[src/rtl/vga_pkg.sv]
// rtl/vga_pkg.sv - mode encodings, raster defaults and bar colours for the pattern generator
package vga_pkg;

  localparam int H_ACTIVE_DEF = 640;
  localparam int V_ACTIVE_DEF = 480;

  typedef enum logic [1:0] {
    MODE_BARS   = 2'd0,
    MODE_CHECK  = 2'd1,
    MODE_BORDER = 2'd2,
    MODE_GRAD   = 2'd3
  } mode_e;

  // {r,g,b} full-scale masks, listed in bar index order
  localparam logic [2:0] BAR_WHITE   = 3'b111;
  localparam logic [2:0] BAR_YELLOW  = 3'b110;
  localparam logic [2:0] BAR_CYAN    = 3'b011;
  localparam logic [2:0] BAR_GREEN   = 3'b010;
  localparam logic [2:0] BAR_MAGENTA = 3'b101;
  localparam logic [2:0] BAR_RED     = 3'b100;
  localparam logic [2:0] BAR_BLUE    = 3'b001;
  localparam logic [2:0] BAR_BLACK   = 3'b000;

  function automatic logic [2:0] bar_rgb(input logic [2:0] idx);
    case (idx)
      3'd0:    return BAR_WHITE;
      3'd1:    return BAR_YELLOW;
      3'd2:    return BAR_CYAN;
      3'd3:    return BAR_GREEN;
      3'd4:    return BAR_MAGENTA;
      3'd5:    return BAR_RED;
      3'd6:    return BAR_BLUE;
      default: return BAR_BLACK;
    endcase
  endfunction

endpackage

[src/rtl/vga_pixel_counter.sv]
// rtl/vga_pixel_counter.sv - sync edge detects plus x/y/bar/frame counters (pipeline stage 1)
module vga_pixel_counter
  import vga_pkg::*;
#(
  parameter int H_ACTIVE = H_ACTIVE_DEF,
  parameter int V_ACTIVE = V_ACTIVE_DEF
) (
  input  logic                        CLK,
  input  logic                        RST,
  input  logic                        V_SYNC_IN,
  input  logic                        RGB_EN_IN,
  output logic                        en_q,
  output logic                        vs_q,
  output logic [$clog2(H_ACTIVE)-1:0] x,
  output logic [$clog2(V_ACTIVE)-1:0] y,
  output logic [2:0]                  bar_idx,
  output logic [7:0]                  frame_cnt,
  output logic                        frame_start
);

  localparam int XW    = $clog2(H_ACTIVE);
  localparam int YW    = $clog2(V_ACTIVE);
  localparam int BAR_W = H_ACTIVE / 8;
  localparam int SW    = $clog2(BAR_W);

  localparam logic [XW-1:0] X_MAX   = XW'(H_ACTIVE - 1);
  localparam logic [YW-1:0] Y_MAX   = YW'(V_ACTIVE - 1);
  localparam logic [SW-1:0] SUB_MAX = SW'(BAR_W - 1);

  logic [SW-1:0] bar_sub;
  logic          line_start;
  logic          line_end;

  assign frame_start = vs_q & ~V_SYNC_IN;
  assign line_start  = RGB_EN_IN & ~en_q;
  assign line_end    = en_q & ~RGB_EN_IN;

  always_ff @(posedge CLK) begin
    if (RST) begin
      en_q      <= 1'b0;
      vs_q      <= 1'b1;
      x         <= '0;
      y         <= '0;
      bar_sub   <= '0;
      bar_idx   <= '0;
      frame_cnt <= '0;
    end else begin
      en_q <= RGB_EN_IN;
      vs_q <= V_SYNC_IN;

      // frame start has priority over a coincident line end
      if (frame_start) begin
        y         <= '0;
        frame_cnt <= frame_cnt + 8'd1;
      end else if (line_end && y != Y_MAX) begin
        y <= y + 1'b1;
      end

      // bar tracking freezes with x so overlong lines repeat the last column
      if (line_start) begin
        x       <= '0;
        bar_sub <= '0;
        bar_idx <= '0;
      end else if (RGB_EN_IN && x != X_MAX) begin
        x <= x + 1'b1;
        if (bar_sub == SUB_MAX) begin
          bar_sub <= '0;
          bar_idx <= bar_idx + 3'd1;
        end else begin
          bar_sub <= bar_sub + 1'b1;
        end
      end
    end
  end

endmodule

[src/rtl/vga_pattern_gen.sv]
// rtl/vga_pattern_gen.sv - per-pixel test pattern generator with sync re-timing (2-cycle latency)
module vga_pattern_gen
  import vga_pkg::*;
#(
  parameter int COLOR_W    = 4,
  parameter int H_ACTIVE   = H_ACTIVE_DEF,
  parameter int V_ACTIVE   = V_ACTIVE_DEF,
  parameter int CHECK_LOG2 = 5
) (
  input  logic               CLK,
  input  logic               RST,
  input  logic               H_SYNC_IN,
  input  logic               V_SYNC_IN,
  input  logic               RGB_EN_IN,
  input  logic [1:0]         MODE,
  output logic [COLOR_W-1:0] R,
  output logic [COLOR_W-1:0] G,
  output logic [COLOR_W-1:0] B,
  output logic               H_SYNC,
  output logic               V_SYNC
);

  localparam int XW = $clog2(H_ACTIVE);
  localparam int YW = $clog2(V_ACTIVE);

  localparam logic [XW-1:0] X_MAX = XW'(H_ACTIVE - 1);
  localparam logic [YW-1:0] Y_MAX = YW'(V_ACTIVE - 1);

  logic               en_q;
  logic               vs_q;
  logic               hs_q;
  logic [XW-1:0]      x;
  logic [YW-1:0]      y;
  logic [2:0]         bar_idx;
  logic [7:0]         frame_cnt;
  logic               frame_start;
  mode_e              active_mode;

  logic [2:0]         bar_mask;
  logic               check_on;
  logic               border_on;
  logic [7:0]         grad_sum;
  logic [COLOR_W-1:0] r_nxt;
  logic [COLOR_W-1:0] g_nxt;
  logic [COLOR_W-1:0] b_nxt;

  vga_pixel_counter #(
    .H_ACTIVE (H_ACTIVE),
    .V_ACTIVE (V_ACTIVE)
  ) u_counter (
    .CLK         (CLK),
    .RST         (RST),
    .V_SYNC_IN   (V_SYNC_IN),
    .RGB_EN_IN   (RGB_EN_IN),
    .en_q        (en_q),
    .vs_q        (vs_q),
    .x           (x),
    .y           (y),
    .bar_idx     (bar_idx),
    .frame_cnt   (frame_cnt),
    .frame_start (frame_start)
  );

  assign bar_mask  = bar_rgb(bar_idx);
  assign check_on  = x[CHECK_LOG2] ^ y[CHECK_LOG2];
  assign border_on = (x == '0) || (x == X_MAX) || (y == '0) || (y == Y_MAX);
  assign grad_sum  = x[7:0] + frame_cnt;

  always_comb begin
    r_nxt = '0;
    g_nxt = '0;
    b_nxt = '0;
    if (en_q) begin
      unique case (active_mode)
        MODE_BARS: begin
          r_nxt = {COLOR_W{bar_mask[2]}};
          g_nxt = {COLOR_W{bar_mask[1]}};
          b_nxt = {COLOR_W{bar_mask[0]}};
        end
        MODE_CHECK: begin
          r_nxt = {COLOR_W{check_on}};
          g_nxt = {COLOR_W{check_on}};
          b_nxt = {COLOR_W{check_on}};
        end
        MODE_BORDER: begin
          r_nxt = {COLOR_W{border_on}};
          g_nxt = {COLOR_W{border_on}};
          b_nxt = {COLOR_W{border_on}};
        end
        MODE_GRAD: begin
          r_nxt = grad_sum[7 -: COLOR_W];
          g_nxt = y[7 -: COLOR_W];
        end
      endcase
    end
  end

  // stage 2: colour and both syncs leave together
  always_ff @(posedge CLK) begin
    if (RST) begin
      hs_q        <= 1'b1;
      H_SYNC      <= 1'b1;
      V_SYNC      <= 1'b1;
      R           <= '0;
      G           <= '0;
      B           <= '0;
      active_mode <= MODE_BARS;
    end else begin
      hs_q   <= H_SYNC_IN;
      H_SYNC <= hs_q;
      V_SYNC <= vs_q;
      R      <= r_nxt;
      G      <= g_nxt;
      B      <= b_nxt;
      if (frame_start) begin
        active_mode <= mode_e'(MODE);
      end
    end
  end

endmodule
[config.mk]
export PLATFORM = sky130hd
export DESIGN_NAME = vga_pattern_gen
export DESIGN_NICKNAME = d
export VERILOG_FILES = /design/src/rtl/vga_pkg.sv /design/src/rtl/vga_pixel_counter.sv /design/src/rtl/vga_pattern_gen.sv
export SDC_FILE = /design/constraint.sdc
export NUM_CORES = 1
export LEC_CHECK = 0
export ABC_AREA = 1
export BUFFER_PORTS_ARGS = -buffer_cell sky130_fd_sc_hd__buf_4
export CORE_MARGIN = 10
export CORE_UTILIZATION = 30
export DETAILED_ROUTE_END_ITERATION = 8
export GPL_ROUTABILITY_DRIVEN = 0
export PLACE_DENSITY = 0.53
export SETUP_SLACK_MARGIN = 0.4
export SYNTH_ARGS = -nofsm -noshare
export SYNTH_HDL_FRONTEND = slang
export SYNTH_HIERARCHICAL = 1
export SYNTH_SLANG_ARGS = --single-unit
[constraint.sdc]
create_clock -name CLK -period 1.62 [get_ports CLK]
set_input_delay 0.081 -clock CLK [delete_from_list [all_inputs] [get_ports CLK]]
set_output_delay 0.081 -clock CLK [all_outputs]
set_load 0.01 [all_outputs]
==> summary.md <==
| Metric | Value |
|---|---|
| Final period utilization | `88.3%` |
| Post-Route WL | `8160 um` |
| Worst skew pair latency | `0.32 ns` |
| Crit path DAT | `1.63 ns` |
| GRT Overall Usage | `11.1%` |
| Largest cells by area after synthesis | `dfxtp_1 35%, nand2_1 18%, inv_1 8.2%, nor2_1 8.1%, a21oi_1 4.9%` |
| Num CTS Buffers | `5` |
| Synth Instances | `478` |
| CP Data Required Time | `1.82 ns` |
| Delay-heaviest family, CP | `simple AND/OR/NAND/NOR gates` |
| Diodes inserted | `0` |
| Register area share after synthesis | `34.6%` |
| First-pass DRT Iterations | `4` |
| Vias in the first global route | `2930` |
| Worst Skew | `0.0156 ns` |
| CTS tree | `done` |
| Peak supply drop | `357 uV` |
| Top-area cell type share of the netlist area | `34.6%` |
| Fin crit period | `1.43 ns` |
| Die height | `121 um` |
| Initial drt markers | `190` |
| Hold WC Path Type | `primary input to flop` |
| FMAX | `699 MHz` |
| Mapped Avg Cell Area | `6.42 sq um` |
| CTS Sinks | `53` |
| Clock Root Buffer | `clkbuf_8` |
| H-tree levels | `2` |
| CORE AREA | `9860 sq um` |
| Clock Path Buffers | `2` |
| Starting density of the core | `31.1%` |
| Max-cap violations | `0` |
| Drt wl/cell | `12.2 um` |
| Detailed Place HPWL | `5470 um` |
| Leak pwr | `1.90 nW` |
| Io pins | `21` |
| CP Cell Sequence | `buf_4 -> nand3_1 -> nor2_4 -> a21oi_4 -> clkbuf_16 -> nand2_1 -> a21oi_2` |
| Synth warn | `6` |
| Fillers | `973` |
| CP Launch Type | `flop` |
| Yosys reg bits | `53` |
| Final nets | `553` |
| Port Buf Inserts | `20` |
| Worst-Margin Slew | `0.420 ns` |
| Slowest cell on crit path | `dfxtp_4` |
| Overflow left after global routing | `0` |
| Net Count, Synth | `496` |
| Beginning of the critical path | `u_counter/x[5]` |
| First-pass GRT wire length | `13600 um` |
| Final Hold Fails | `0` |
| Initial antenna violation count | `0` |
| Post-synthesis instance area | `3070 sq um` |
| Critical path peak fanout | `8` |
| Vias per cell | `4.61` |
| FP Rows | `36` |
| Worst rel slew slack | `71.9%` |
| Die width | `121 um` |
| Hold Crit Start | `MODE[0]` |
| Routed Antenna Nets | `0` |
| Final setup viols | `0` |
| Residual DRC count | `0` |
| Via count | `3084` |
| Tot Pwr | `2.60 mW` |
| Leading area contributor after synthesis | `dfxtp_1` |
| Fraction of layout cells with a size suffix above 1 | `37.3%` |
| Setup repair after global routing missed its margin | `true` |
| GRT met3 Usage | `2.79%` |
| Die outline area | `14700 sq um` |
| Outcome | `completed` |
| Clk slew on worst S/H paths | `0.11 ns` |
| Grt met2 use | `17.8%` |
| Max incr delay on CP | `0.40 ns` |
| Largest net degree at the start of global routing | `17` |
| Setup TNS | `0 ns` |
| Netlist cell types | `30` |
| CP Class | `flop to flop` |
| Area grow syn2layout | `42.9%` |
| GRT busiest layer | `met2` |
| Slew Viols, Final | `0` |
| Buf/Inv on CP | `2` |
| Met1 Track Usage GR | `14.2%` |
| Crit path capture type | `flop` |
| Worst r2r src | `u_counter/x[5]` |
| PwrDens | `592 nW/um^2` |
## cell families after synthesis
family | share of synthesized area, %
buffers and inverters | 10.4
XOR/XNOR | 2.57
AND/OR/NAND/NOR | 38.1
AO/OA/AOI/OAI | 9.87
adder cells (fa/ha/maj) | 4.49
flip-flops | 34.6
## final timing paths
check | endpoint | slack, ns | cells after the start
hold reg to reg | H_SYNC | 0.42 | 1
setup reg to reg | u_counter/x[8] | 0.19 | 7
setup / recovery | u_counter/x[8] | 0.19 | 7
hold / removal | active_mode[0] | 0.006 | 3
## routing by layer
layer / up-vias / part of all wire (%)
met4: 0 / 1.1
met1: 1421 / 48
met3: 7 / 4.4
li1: 1612 / -
met5: - / 0
met2: 44 / 46
## layout by cell type, fill, tap and decap left out, drive strengths merged, types with 2 or more instances in the layout
| cell | n |
|---|---|
| nand4 | 12 |
| buf | 53 |
| or2 | 5 |
| nand3b | 3 |
| ha | 11 |
| nor2 | 69 |
| inv | 68 |
| nand2 | 155 |
| xor2 | 8 |
| nand3 | 30 |
| o21ai | 20 |
| a21oi | 31 |
| clkbuf | 8 |
| dlygate4sd3 | 2 |
| dfxtp | 53 |
## where the power goes
part / switching [mW] / internal (mW) / total, mW
registers: 0.0307 / 1.32 / 1.35
clock network: 0.478 / 0.442 / 0.920
logic: 0.191 / 0.138 / 0.330
## cell type report
cell class              instances  area, sq um  share of cell area (%)
multi-input cells             350         2230                    50.8
flip-flops and latches         53         1130                    25.8
clock inverters                 1         7.51                   0.171
inverters                      69          262                    5.97
clock buffers                   7          108                    2.46
repair buffers                 56          483                    11.0
well taps                     133          166                    3.80
## metrics by stage
stage	setup slack (ns)	util [%]	instance area [sq um]	hold slack [ns]	instances
after detailed placement	0.159	36.0	3550	0.270	630
after global placement	0.180	36.0	3550	0.272	630
final	0.190	44.4	4380	0.00606	669
after CTS	0.217	41.4	4080	0.00381	661
after floorplan	0.315	-	3230	0.178	478
after global routing	0.0965	44.4	4380	0.0141	669
## synth_stat cells
library cell / number
nand2_1: 147
inv_1: 67
nor2_1: 66
dfxtp_1: 53
a21oi_1: 30
nand3_1: 30
o21ai_0: 17
nand4_1: 12
ha_1: 11
xor2_1: 8
buf_4: 4
or2_2: 4
nand2_2: 3
nand2_4: 3
nand3b_1: 3
buf_6: 2
clkbuf_1: 2
clkinv_1: 2
nor2_2: 2
o21ai_2: 2
a211o_1: 1
a21oi_4: 1
nor2_4: 1
nor3_1: 1
nor3b_1: 1
o211ai_2: 1
o21ai_1: 1
o21bai_1: 1
or2_1: 1
xnor2_1: 1
## timing repair
action                                  in CTS  in global routing
hold buffers                                 2                  0
pin swaps                                   40                 37
setup buffers                               19                  7
cloned                                       2                  1
resized for setup                           72                 69
hold endpoints to repair                     2                  0
endpoints found under the setup margin      42                 42
## flip-flops by register name, summed over array words and instances (netlist names), 2 cells and up
register / count
u_counter/y: 9
u_counter/frame_cnt: 8
u_counter/x: 10
R: 4
u_counter/bar_idx: 3
G: 4
u_counter/bar_sub: 7
active_mode: 2
## tightest hold or removal path, delay by kind of cell
family / cells / cell delay, ns
AND/OR/NAND/NOR: 2 / 0.12
buffers and inverters: 1 / 0.08
Power figures use the tool's default switching activity.
